--- src/rtl/parity_pkg.sv ---
// parity_pkg: shared frame-state encoding and default payload width for the parity blocks.
package parity_pkg;
  typedef enum logic [1:0] {IDLE, DATA, PARITY} parity_state_e;
  localparam int DEF_DATA_W = 32;
endpackage

--- src/rtl/parity_check_rx.sv ---
// parity_check_rx: deserialises an LSB-first payload plus trailing parity bit,
// accumulating parity serially and counting parity errors with saturation.
module parity_check_rx
  import parity_pkg::*;
#(
  parameter int DATA_W     = DEF_DATA_W,
  parameter int PARITY_ODD = 0,
  parameter int ERR_CNT_W  = 8
) (
  input  logic                 clk,
  input  logic                 rst_n,
  input  logic                 bit_valid,
  input  logic                 rx_bit,
  input  logic                 sof,
  output logic [DATA_W-1:0]    data_out,
  output logic                 out_valid,
  output logic                 parity_err,
  output logic                 busy,
  output logic [ERR_CNT_W-1:0] err_count
);
  localparam int CW = $clog2(DATA_W + 1);
  localparam logic ODD = (PARITY_ODD != 0);

  parity_state_e         state_q, state_d;
  logic [CW-1:0]         cnt_q, cnt_d;
  logic                  par_q, par_d;
  logic [DATA_W-1:0]     sh_q, sh_d;
  logic [DATA_W-1:0]     data_out_q, data_out_d;
  logic                  out_valid_q, out_valid_d;
  logic                  parity_err_q, parity_err_d;
  logic [ERR_CNT_W-1:0]  err_count_q, err_count_d;

  always_comb begin
    state_d      = state_q;
    cnt_d        = cnt_q;
    par_d        = par_q;
    sh_d         = sh_q;
    data_out_d   = data_out_q;
    out_valid_d  = 1'b0;
    parity_err_d = parity_err_q;
    err_count_d  = err_count_q;
    // sof always wins, even mid-frame or on the parity slot: restart with this bit as bit 0
    if (bit_valid && sof) begin
      sh_d    = DATA_W'(rx_bit);
      par_d   = rx_bit;
      cnt_d   = CW'(1);
      state_d = (DATA_W == 1) ? PARITY : DATA;
    end else if (bit_valid && state_q == DATA) begin
      sh_d    = sh_q | (DATA_W'(rx_bit) << cnt_q);
      par_d   = par_q ^ rx_bit;
      cnt_d   = cnt_q + CW'(1);
      state_d = (cnt_d == CW'(DATA_W)) ? PARITY : DATA;
    end else if (bit_valid && state_q == PARITY) begin
      out_valid_d  = 1'b1;
      data_out_d   = sh_q;
      parity_err_d = par_q ^ rx_bit ^ ODD;
      err_count_d  = (parity_err_d && err_count_q != '1) ? err_count_q + ERR_CNT_W'(1) : err_count_q;
      cnt_d        = '0;
      par_d        = 1'b0;
      state_d      = IDLE;
    end
  end

  always_ff @(posedge clk or negedge rst_n) begin
    if (!rst_n) begin
      state_q      <= IDLE;
      cnt_q        <= '0;
      par_q        <= 1'b0;
      sh_q         <= '0;
      data_out_q   <= '0;
      out_valid_q  <= 1'b0;
      parity_err_q <= 1'b0;
      err_count_q  <= '0;
    end else begin
      state_q      <= state_d;
      cnt_q        <= cnt_d;
      par_q        <= par_d;
      sh_q         <= sh_d;
      data_out_q   <= data_out_d;
      out_valid_q  <= out_valid_d;
      parity_err_q <= parity_err_d;
      err_count_q  <= err_count_d;
    end
  end

  assign data_out   = data_out_q;
  assign out_valid  = out_valid_q;
  assign parity_err = parity_err_q;
  assign busy       = (state_q != IDLE);
  assign err_count  = err_count_q;
endmodule

--- config.mk ---
export PLATFORM = sky130hd
export DESIGN_NAME = parity_check_rx
export DESIGN_NICKNAME = d
export VERILOG_FILES = /design/src/rtl/parity_pkg.sv /design/src/rtl/parity_check_rx.sv
export SDC_FILE = /design/constraint.sdc
export NUM_CORES = 1
export LEC_CHECK = 0
export ABC_AREA = 1
export ABC_CLOCK_PERIOD_IN_PS = 1600
export BUFFER_PORTS_ARGS = -buffer_cell sky130_fd_sc_hd__buf_4
export CAP_MARGIN = 15
export CORE_ASPECT_RATIO = 0.75
export CORE_MARGIN = 2
export CORE_UTILIZATION = 57
export CTS_CLUSTER_SIZE = 25
export DETAILED_ROUTE_END_ITERATION = 10
export HOLD_SLACK_MARGIN = 0.15
export PLACE_DENSITY = 0.88
export SYNTH_ARGS = -nofsm -noshare
export SYNTH_HDL_FRONTEND = slang
export SYNTH_SLANG_ARGS = --single-unit
--- constraint.sdc ---
create_clock -name clk -period 1.6 [get_ports clk]
set_clock_uncertainty 0.05 [all_clocks]
set_input_delay 0.08 -clock clk [delete_from_list [all_inputs] [get_ports clk]]
set_output_delay 0.08 -clock clk [all_outputs]
set_load 0.01 [all_outputs]
==> results.txt <==
----------------------------------------------------
[Routing]
  Antenna Nets Post-Route ... 0
  Average wire per cell in the routed design ... 13.6 um
  Number of iterations in the first detailed-routing pass ... 4
  Final wirelength ... 7.51 mm
  Post-route DRC ... 0
  Vias after detailed routing ... 2,841
  Violation count after the first detailed-route iteration ... 193
  Vias per cell ... 5.15

[STA]
  Share of the clock period used by the worst path after layout ... 94.0%
  Worst Max-Slew Pin Slew ... 0.446 ns
  Aggregate negative setup slack ... 0 ns
  Final hold viol count ... 0
  Highest clock rate ... 665 MHz
  Normalized max-slew margin ... 70.2%
  Post-Route Hold Slack ... 0.436 ns
  Number of max-slew violations in the final report ... 0
  Post-layout min period ... 1.50 ns
  Final count of negative-setup-slack endpoints ... 0

[Worst setup path]
  Beginning of the critical path ... rx_bit
  Sort of element at the end of the critical path ... flop
  Buf+Inv Stages, Crit Path ... 3
  Most Frequent Cell on Critical Path ... sky130_fd_sc_hd__nor2_1
  Worst path slowest cell ... sky130_fd_sc_hd__dlygate4sd3_1
  Required time reported for the critical path endpoint ... 1.84 ns
  Slowest stage delay, CP ... 0.52 ns
  Cell breakdown of the critical path ... dlygate4sd3_1 > buf_4 > inv_1 > nor2_1 > nand2_1 > nor2_1 > nand3_1 > a21oi_1
  Critical path fanouts, max ... 4
  Family of cells with the greatest summed delay on the critical path ... simple AND/OR/NAND/NOR gates
  FF-to-FF Start ... cnt_q[0]$_DFFE_PN0P_
  Type of the setup path with the least slack ... input pin to flop
  Sort of element at the start of the critical path ... input pin
  Data arrival, critical path ... 1.74 ns

[Synth]
  Cell types occupying the most area after synthesis ... sky130_fd_sc_hd__dfrtp_1 (57%), sky130_fd_sc_hd__nand2_1 (12%), sky130_fd_sc_hd__inv_1 (5.0%)
  Number of distinct standard cells referenced by the synthesized netlist ... 31
  Net count after synthesis ... 414
  Top-count cell post-synth ... sky130_fd_sc_hd__nand2_1
  Biggest area consumer among synthesized cells ... sky130_fd_sc_hd__dfrtp_1
  Count of flip-flops with a built-in enable after synthesis ... 0
  Simple-gate portion of the synthesized area ... 22.6%
  Main combinational cell family by area after synthesis ... simple AND/OR/NAND/NOR gates
  Ys flop type ... sky130_fd_sc_hd__dfrtp_1
  Cells after Synth ... 406
  Area fraction in compound gates after synthesis ... 9.97%
  Avg Inst Size Synth ... 8.93 um^2
  Xor/xnor share of the synthesized area ... 1.45%
  Mux share of post-synthesis cell area ... 0%
  Most frequent cells after synthesis ... sky130_fd_sc_hd__nand2_1 (115), sky130_fd_sc_hd__dfrtp_1 (83), sky130_fd_sc_hd__inv_1 (48)
  Fraction of registers with async set or reset after synthesis ... 100%
  Share of the synthesized area in the top cell type ... 57.3%
  Number of synthesized register bits ... 83
  Adder and majority gate portion of the synthesized area ... 1.03%
  Synth Warn # ... 0
  Sequential fraction of the synthesis area ... 57.3%
  Syn Std Cell Area ... 3630 um^2

[Clock tree]
  Clk root buf ... sky130_fd_sc_hd__clkbuf_8
  H-tree depth ... 3
  Maximum clock insertion buffer count ... 2
  Reg clk slew, reported paths ... 0.08 ns
  TritonCTS clock tree ... done
  Insertion delay of the later-clocked pin in the worst-skew pair ... 0.36 ns
  Cts bufs inserted ... 9
  Sink count of the clock tree ... 83

[GRT]
  Via count of the first global-routing pass ... 2,625
  Largest net degree at the start of global routing ... 60
  Global-route usage over all layers ... 23.2%
  Number of antenna violations at the first check in global routing ... 0
  First-pass GRT wire length ... 12.3 mm
  Remaining Overflow, GRT ... 0

[Power]
  Register share of total power ... 55.2%
  Peak supply drop ... 780 uV
  Portion of total power attributed to combinational logic ... 9.8%
  Net Sw Frac ... 27.9%
  Power per unit of standard cell area ... 909 nW/um^2
  Cell internal power dissipation ... 0.00287 W
  Leakage ... 2.17 nW
  Clock network fraction of total power ... 35.0%
  Switching power ... 0.00111 W

[Hold path]
  Worst hold path startpoint ... parity_err$_DFFE_PN0P_
  Hold crit path type ... flop to flop

[Place]
  Routability congestion estimate from global placement ... 0.950
  Port Buffer Count ... 47
  Sum of net half-perimeters after detailed placement ... 5.37 mm

[Layout]
  Fraction of final layout cells sized beyond drive strength 1 ... 19.1%
  # nets final ... 474
  Diodes inserted ... 0
  Layout Area Growth over Synthesis ... 20.6%

[Die]
  Number of cell rows ... 25
  Starting utilization of the core area ... 58.3%
  Floorplan die width ... 96.1 um
  Die area ... 7020 um^2
  Height of the die ... 73.1 um
  Number of placed I/O pins ... 48
  Area of the core region ... 6220 um^2

[Run]
  Max Cap Violations ... 0

[Status]
  Run status ... finished, final reports clean

----------------------------------------------------
-- stage by stage --
step	cells	instance area [um^2]	worst slack [ns]	utilization [%]	power (W)
after floorplan	406	3630	0.143	-	0.00244
after global placement	529	4110	0.127	66.0	0.00259
after detailed placement	529	4110	0.0578	66.0	0.00261
after CTS	550	4340	0.0354	69.7	0.00399
after global routing	552	4380	-0.0198	70.3	0.00414
final	552	4380	0.0961	70.3	0.00398
-- timing repair --
action / 4_1_cts / 5_1_grt
hold endpoints to repair: 99 / 0
setup endpoints to repair: 0 / 9
hold buffers: 5 / 0
gates resized for setup: 0 / 5
buffers inserted: 0 / 2
-- worst paths after layout --
check | to | slack (ns) | cells past startpoint
hold reg to reg | parity_err$_DFFE_PN0P_ | 0.44 | 2
min in group asynchronous | sh_q[12]$_DFFE_PN0N_ | 0.67 | 3
setup reg to reg | sh_q[24]$_DFFE_PN0N_ | 0.1 | 5
hold / removal | parity_err$_DFFE_PN0P_ | 0.44 | 2
max in group asynchronous | data_out[24]$_DFFE_PN0P_ | 0.30 | 4
setup / recovery | sh_q[24]$_DFFE_PN0N_ | 0.1 | 8
-- final cells by class --
| class | count | area, um^2 |
|---|---|---|
| sequential | 83 | 2080 |
| clock buffer | 9 | 124 |
| multi-input combinational | 259 | 1290 |
| inverter | 50 | 190 |
| timing repair buffer | 63 | 536 |
| clock inverter | 7 | 57.6 |
| fill | 466 | 1850 |
| tap | 81 | 101 |
-- sequential cells by signal (all words and copies together), names as in the netlist --
signal,flops
sh_q,32
out_valid,1
data_out,32
state_q,2
err_count,8
parity_err,1
cnt_q,6
par_q,1
-- power groups by stage --
stage                     clock [W]  combinational [W]  sequential (W)
after floorplan                   0           0.000218         0.00222
after global placement            0           0.000365         0.00223
after detailed placement          0           0.000376         0.00223
after CTS                   0.00141           0.000386         0.00219
after global routing        0.00151           0.000437         0.00220
final                       0.00139           0.000391         0.00219
-- routing by layer --
layer	vias up	GRT usage (%)	wire, um
li1	1414	-	-
met1	1353	32.0	3480
met2	67	35.6	3590
met3	7	7.13	356
met4	0	6.83	71
met5	-	0	0
-- cells in the final DEF (no fill, tap or decap) --
master,synthesis,layout
sky130_fd_sc_hd__nor3_2,0,1
sky130_fd_sc_hd__nor2_1,25,22
sky130_fd_sc_hd__inv_6,0,3
sky130_fd_sc_hd__inv_1,48,48
sky130_fd_sc_hd__xor2_1,3,3
sky130_fd_sc_hd__nor2_4,2,2
sky130_fd_sc_hd__o21bai_1,1,1
sky130_fd_sc_hd__inv_4,1,1
sky130_fd_sc_hd__nand4_1,5,5
sky130_fd_sc_hd__o21ai_4,0,1
sky130_fd_sc_hd__clkinv_1,1,1
sky130_fd_sc_hd__xnor2_1,3,3
sky130_fd_sc_hd__nor3_4,1,1
sky130_fd_sc_hd__nor2_2,0,3
sky130_fd_sc_hd__nand3_1,23,23
sky130_fd_sc_hd__dlygate4sd3_1,0,5
sky130_fd_sc_hd__nor3_1,6,5
sky130_fd_sc_hd__nand3b_1,1,1
sky130_fd_sc_hd__clkinvlp_4,0,2
sky130_fd_sc_hd__ha_1,3,3
sky130_fd_sc_hd__nand2b_1,1,1
sky130_fd_sc_hd__o21ai_0,33,33
sky130_fd_sc_hd__buf_4,1,54
sky130_fd_sc_hd__inv_8,0,1
sky130_fd_sc_hd__clkbuf_8,0,9
sky130_fd_sc_hd__o22ai_1,5,5
sky130_fd_sc_hd__o21ai_2,4,3
sky130_fd_sc_hd__buf_12,0,4
sky130_fd_sc_hd__nand2_1,115,115
sky130_fd_sc_hd__dfrtp_1,83,83
sky130_fd_sc_hd__nor2_8,1,1
sky130_fd_sc_hd__o21ai_1,3,3
sky130_fd_sc_hd__clkinv_2,0,1
sky130_fd_sc_hd__nand2b_2,1,1
sky130_fd_sc_hd__nand3_4,2,2
sky130_fd_sc_hd__o211ai_1,1,1
sky130_fd_sc_hd__a21oi_1,20,20
-- cells by family after synthesis --
group,Yosys count
adders and majority gates,3
DFF,83
AOI/OAI and AO/OA,67
buffers and inverters,64
xor gates and xnor gates,6
and+or+nand+nor,183
-- worst min-delay path, cell delays in order (launching register included) --
cell and delay [ns]:
sky130_fd_sc_hd__dfrtp_1 0.35, sky130_fd_sc_hd__nand2_1 0.05, sky130_fd_sc_hd__nand2_1 0.05
Power figures use the tool's default switching activity.
